`src/rtl/muntjac_fpu_sig_div_pkg.sv`:
```
// Shared constants and helpers for the significand divider.
//   SigDivWidthMin/Max : legal range of the significand width (hidden bit included)
//   sig_div_cnt_width  : width of the iteration counter that must hold the value Width
package muntjac_fpu_sig_div_pkg;

    localparam int unsigned SigDivWidthMin = 4;
    localparam int unsigned SigDivWidthMax = 64;

    function automatic int unsigned sig_div_cnt_width(input int unsigned width);
        return $clog2(width + 1);
    endfunction

endpackage

```
`src/rtl/muntjac_fpu_div_step.sv`:
```
// One radix-2 restoring division step (purely combinational).
//   rem_i     : partial remainder, Width+1 bits (always < 2*divisor)
//   divisor_i : normalized divisor, Width bits
//   q_o       : quotient bit (rem_i >= divisor_i)
//   rem_o     : next partial remainder, (rem_i - q*divisor) << 1
module muntjac_fpu_div_step
    import muntjac_fpu_sig_div_pkg::*;
#(
    parameter int unsigned Width = 53
) (
    input  logic [Width:0]   rem_i,
    input  logic [Width-1:0] divisor_i,
    output logic             q_o,
    output logic [Width:0]   rem_o
);

    logic [Width:0] diff;

    always_comb begin
        q_o  = rem_i >= {1'b0, divisor_i};
        diff = rem_i - (q_o ? {1'b0, divisor_i} : '0);
        // diff < divisor < 2^Width, so the top bit shifted out is always 0.
        rem_o = diff << 1;
    end

endmodule

```
`src/rtl/muntjac_fpu_sig_div.sv`:
```
// Iterative radix-2 restoring divider for normalized significands.
// Produces Width quotient significand bits plus a round bit and a sticky bit
// for the rounder, and flags when the exponent must be decremented.
//   clk_i, rst_i (sync, active-high), flush_i (abandon operation)
//   req_valid_i/req_ready_o, dividend_i, divisor_i : request (MSBs must be 1)
//   resp_valid_o/resp_ready_i                      : response handshake
//   significand_o : {quotient[Width:1], round, sticky}
//   exp_adjust_o  : 1 when dividend < divisor
// All outputs are registered.
module muntjac_fpu_sig_div
    import muntjac_fpu_sig_div_pkg::*;
#(
    parameter int unsigned Width = 53
) (
    input  logic             clk_i,
    input  logic             rst_i,
    input  logic             flush_i,
    input  logic             req_valid_i,
    output logic             req_ready_o,
    input  logic [Width-1:0] dividend_i,
    input  logic [Width-1:0] divisor_i,
    output logic             resp_valid_o,
    input  logic             resp_ready_i,
    output logic [Width+1:0] significand_o,
    output logic             exp_adjust_o
);

    localparam int unsigned CntW = sig_div_cnt_width(Width);

    typedef enum logic [1:0] {
        StIdle,
        StBusy,
        StDone
    } state_e;

    state_e            state_q, state_d;
    logic [Width:0]    rem_q, rem_d;
    logic [Width-1:0]  div_q, div_d;
    logic [Width:0]    quo_q, quo_d;
    logic [CntW-1:0]   cnt_q, cnt_d;
    logic              exp_q, exp_d;
    logic [Width+1:0]  sig_q, sig_d;
    logic              ready_q, ready_d;
    logic              valid_q, valid_d;
    logic              accept;

    logic              step_q;
    logic [Width:0]    step_rem;

    muntjac_fpu_div_step #(
        .Width(Width)
    ) u_step (
        .rem_i    (rem_q),
        .divisor_i(div_q),
        .q_o      (step_q),
        .rem_o    (step_rem)
    );

    always_comb begin
        state_d = state_q;
        rem_d   = rem_q;
        div_d   = div_q;
        quo_d   = quo_q;
        cnt_d   = cnt_q;
        exp_d   = exp_q;
        sig_d   = sig_q;
        accept  = 1'b0;

        case (state_q)
            StIdle: begin
                if (req_valid_i) begin
                    accept = 1'b1;
                    div_d  = divisor_i;
                    // Pre-shift so the first quotient bit is always 1.
                    if (dividend_i < divisor_i) begin
                        rem_d = {dividend_i, 1'b0};
                        exp_d = 1'b1;
                    end else begin
                        rem_d = {1'b0, dividend_i};
                        exp_d = 1'b0;
                    end
                    quo_d   = '0;
                    cnt_d   = CntW'(Width);
                    state_d = StBusy;
                end
            end
            StBusy: begin
                rem_d = step_rem;
                quo_d = {quo_q[Width-1:0], step_q};
                if (cnt_q == '0) begin
                    // Last (round) bit: capture the response including sticky.
                    sig_d   = {quo_q[Width-1:0], step_q, (step_rem != '0)};
                    state_d = StDone;
                end else begin
                    cnt_d = cnt_q - 1'b1;
                end
            end
            StDone: begin
                if (resp_ready_i) begin
                    state_d = StIdle;
                end
            end
            default: state_d = StIdle;
        endcase

        if (flush_i) begin
            state_d = StIdle;
            accept  = 1'b0;
        end

        ready_d = (state_d == StIdle);
        valid_d = (state_d == StDone);
    end

    always_ff @(posedge clk_i) begin
        if (rst_i) begin
            state_q <= StIdle;
            rem_q   <= '0;
            div_q   <= '0;
            quo_q   <= '0;
            cnt_q   <= '0;
            exp_q   <= 1'b0;
            sig_q   <= '0;
            ready_q <= 1'b1;
            valid_q <= 1'b0;
        end else begin
            state_q <= state_d;
            rem_q   <= rem_d;
            div_q   <= div_d;
            quo_q   <= quo_d;
            cnt_q   <= cnt_d;
            exp_q   <= exp_d;
            sig_q   <= sig_d;
            ready_q <= ready_d;
            valid_q <= valid_d;
        end
    end

    always_ff @(posedge clk_i) begin
        if (!rst_i && accept) begin
            assert (dividend_i[Width-1] && divisor_i[Width-1]);
        end
    end

    assign req_ready_o   = ready_q;
    assign resp_valid_o  = valid_q;
    assign significand_o = sig_q;
    assign exp_adjust_o  = exp_q;

endmodule

```
`config.mk`:
```
export PLATFORM = sky130hd
export DESIGN_NAME = muntjac_fpu_sig_div
export DESIGN_NICKNAME = d
export VERILOG_FILES = /design/src/rtl/muntjac_fpu_sig_div_pkg.sv /design/src/rtl/muntjac_fpu_div_step.sv /design/src/rtl/muntjac_fpu_sig_div.sv
export SDC_FILE = /design/constraint.sdc
export NUM_CORES = 1
export LEC_CHECK = 0
export BUFFER_PORTS_ARGS = -buffer_cell sky130_fd_sc_hd__clkbuf_2
export CORE_UTILIZATION = 60
export DETAILED_ROUTE_END_ITERATION = 12
export PLACE_DENSITY_LB_ADDON = 0.08
export SKIP_CTS_REPAIR_TIMING = 1
export SLEW_MARGIN = 0
export SYNTH_ARGS = -nofsm -noshare
export SYNTH_HDL_FRONTEND = slang
export SYNTH_SLANG_ARGS = --single-unit
export TNS_END_PERCENT = 1
```
`constraint.sdc`:
```
create_clock -name clk_i -period 12 [get_ports clk_i]
set_clock_uncertainty 0.15 [all_clocks]
set_input_delay 0.6 -clock clk_i [delete_from_list [all_inputs] [get_ports clk_i]]
set_output_delay 0.6 -clock clk_i [all_outputs]
set_load 0.1 [all_outputs]
```
==> impl_metrics.yaml <==
status:
  outcome: "finished clean"
sta:
  fin_tns_setup_ns: 0
  tightestPinTransition_ns: 1.16
  holdWs_ns: 0.102
  finalHoldViolCount: 0
  period_minus_slack_ns: 7.36
  fmax_mhz: 136
  period_share_pct: 61.3
  rsz0062_at_grt: "no"
  maxSlewHeadroom_pct: 23.0
  setup_violations: 0
  setup_ws_ns: 4.64
  drv_slew: 0
min_path:
  hold_path.class: "in -> reg"
  min-delay-start: "flush_i"
  holdPathStages: 2
  min_to: "resp_valid_o"
yosys:
  yosys_warnings: 0
  syn-cell-area_um2: 15300
  syn_nets: 2252
  synth-async-reset-ratio_pct: 0
  ys.flop_type: "dfxtp_1"
  ys_seq_elements: 226
  synth_edf_count: 0
  synth_top_area_cell: "dfxtp_1"
  yosysSeqAreaShare_pct: 29.7
  syn_area_per_cell_um2: 7.70
  synth_area_leaders: "dfxtp_1 30%, ha_1 13%, nand2_1 9.0%"
  ys_types: 80
  synth_top_area_share_pct: 29.7
  syn_inst: 1981
setup_path:
  rr_worst_depth: 21
  critPathArrivalTime_ns: 7.63
  crit_fanout: 53
  setup.worst_path.end_class: "register"
  r2r-start: "div_q[51]"
  required_ns: 12.27
  cp-start-kind: "register"
  r2r_end: "significand_o[0]"
  crit_type: "reg -> reg"
  rrSetupSlack_ns: 4.64
clock_network:
  clkSlewWorstSetupHoldPaths_ns: 0.06
  worstSkewPairLatency_ns: 0.56
  htreeDepth: 1
  cts_buffers: 25
  clockBufferDepth: 3
  clock_sinks: 226
  cts_tree: "built"
  cts_root_buf: "clkbuf_16"
die:
  die_area_um2: 26100
  core_um2: 24600
  initial_core_util_pct: 62.0
  die_h_um: 161
  die_w_um: 161
  std_cell_rows: 57
  ios: 169
routing:
  drt_iter0_markers: 1421
  wirelength_um: 48400
  first_pass_iters: 5
  wl_per_cell_um: 20.1
  via_per_inst: 6.29
  dr_total_vias: 15200
  drc: 0
  antenna_left: 0
placed_design:
  routabilityCongestion: 1.07
  pre_cts_slack_ns: 4.92
  hpwl_um: 35600
  numPortBuffers: 168
flow_run:
  cap_violations: 0
global_route:
  grt_max_degree: 115
  grt_overflow_total: 0
  antenna_found_initial: 4
  track_usage_pct: 36.6
  grt_pass1_wl_um: 76600
  first_global_vias: 14300
power_and_ir_drop:
  switching_share_pct: 40.0
  power_frac_seq_pct: 28.5
  power_frac_comb_pct: 42.2
  p_leak_uw: 0.00764
  p_per_area_nw_per_um2: 169
  internal-power_uw: 1730
  power_frac_clock_pct: 29.2
  ir_drop_v: 0.000124
  p_switching_uw: 1150
  p_total_uw: 2880
layout:
  fillCellCount: 2108
  multi_input_area_um2: 9820
  syn2layout_area_growth_pct: 11.6
  utilization_pct: 69.2
  drive_above_1_share_pct: 13.2
  nets: 2336
  regArea_um2: 4520
## routing by layer
| layer | wire length [µm] | GRT usage (%) |
|---|---|---|
| met1 | 20700 | 49.7 |
| met3 | 4690 | 8.37 |
| met2 | 21400 | 57.1 |
| met4 | 1630 | 12.1 |
| met5 | 13 | 0 |
## Yosys cell counts (all sizes together), types with 16 or more instances
cell type,number
nand2,366
a21oi,248
dfxtp,226
ha,159
inv,119
nor2,112
clkbuf,105
a21o,70
o21ai,68
a22oi,56
mux2i,48
nand4,38
nor3,31
a31o,23
xor2,23
a32o,21
nand3,21
xnor2,20
buf,16
## worst max path at each step
stage / start / end / slack, ns / cells past startpoint
6_report: div_q[51] / significand_o[0] / 4.64 / 21
5_1_grt: div_q[35] / significand_o[0] / 4.28 / 20
4_1_cts: div_q[28] / significand_o[0] / 4.87 / 20
3_5_place_dp: div_q[35] / significand_o[0] / 4.92 / 20
3_3_place_gp: div_q[28] / significand_o[0] / 5.15 / 20
2_1_floorplan: div_q[35] / significand_o[0] / 6.35 / 22
## final cells by class
class | instances | share of cell area, %
Multi-Input combinational cell | 1515 | 57.7
Sequential cell | 226 | 26.6
Timing Repair Buffer | 178 | 5.42
Clock buffer | 31 | 3.98
Inverter | 119 | 2.62
Tap cell | 324 | 2.38
Clock inverter | 14 | 1.30
Antenna cell | 3 | 0.0441
## flip-flops by register name, summed over array words and instances, names as in the netlist
register / cells
resp_valid_o: 1
quo_q: 53
significand_o: 55
exp_adjust_o: 1
div_q: 53
req_ready_o: 1
cnt_q: 6
rem_q: 54
state_q: 2
## power groups by stage
stage | sequential [µW] | clock, µW | combinational, µW
4_1_cts | 822 | 849 | 1180
3_3_place_gp | 836 | 0 | 1160
6_report | 823 | 843 | 1220
5_1_grt | 827 | 878 | 1310
2_1_floorplan | 831 | 0 | 853
3_5_place_dp | 838 | 0 | 1170
## logic make-up (layout without fill, tap and decap cells)
logic type	Yosys count	after routing	synth area share, %
XOR/XNOR	43	43	2.47
AND/OR/NAND/NOR	651	651	18.7
other	0	3	0
AO/OA/AOI/OAI	605	605	26.1
buffers and inverters	240	342	6.16
multiplexers	56	56	3.74
flip-flops	226	226	29.7
adder cells (fa/ha/maj)	160	160	13.2
## through the flow
| stage | instance area [µm²] | cells |
|---|---|---|
| after floorplan | 15300 | 1981 |
| after global placement | 16100 | 2362 |
| after detailed placement | 16100 | 2362 |
| after CTS | 17000 | 2407 |
| after global routing | 17000 | 2409 |
| final | 17000 | 2410 |
## layout by cell type, fill, tap and decap left out, types with 15 or more instances in the layout
cell       count
nand3_1       20
o21ai_0       66
xor2_1        23
ha_1         159
xnor2_1       20
a31o_2        21
nor3_1        31
a21oi_1      247
nand2_1      364
a22oi_1       55
clkbuf_16     25
clkbuf_2     167
dfxtp_1      226
a21o_1        70
inv_1        119
nor2_1       110
mux2i_1       48
nand4_1       38
a211oi_1      15
a32o_1        21
## worst max-delay path, stage by stage, from the launching register on
cell and delay, ns:
dfxtp_1 0.34, inv_1 0.05, ha_1 0.30, a21o_1 0.19, a211oi_1 0.23, nand3_1 0.15
a2111oi_0 0.83, o311ai_0 0.42, and2_2 0.66, nand2_1 0.20, ha_1 0.36, a21oi_1 0.37
o21ai_0 0.14, a21oi_1 0.54, nand2_1 0.14, xor2_1 0.20, nor4_1 0.49, nand4_1 0.19
or4_1 0.57, nand4bb_1 0.23, a2111oi_2 0.36, nor2_1 0.07
(Power assumes the default switching activity.)
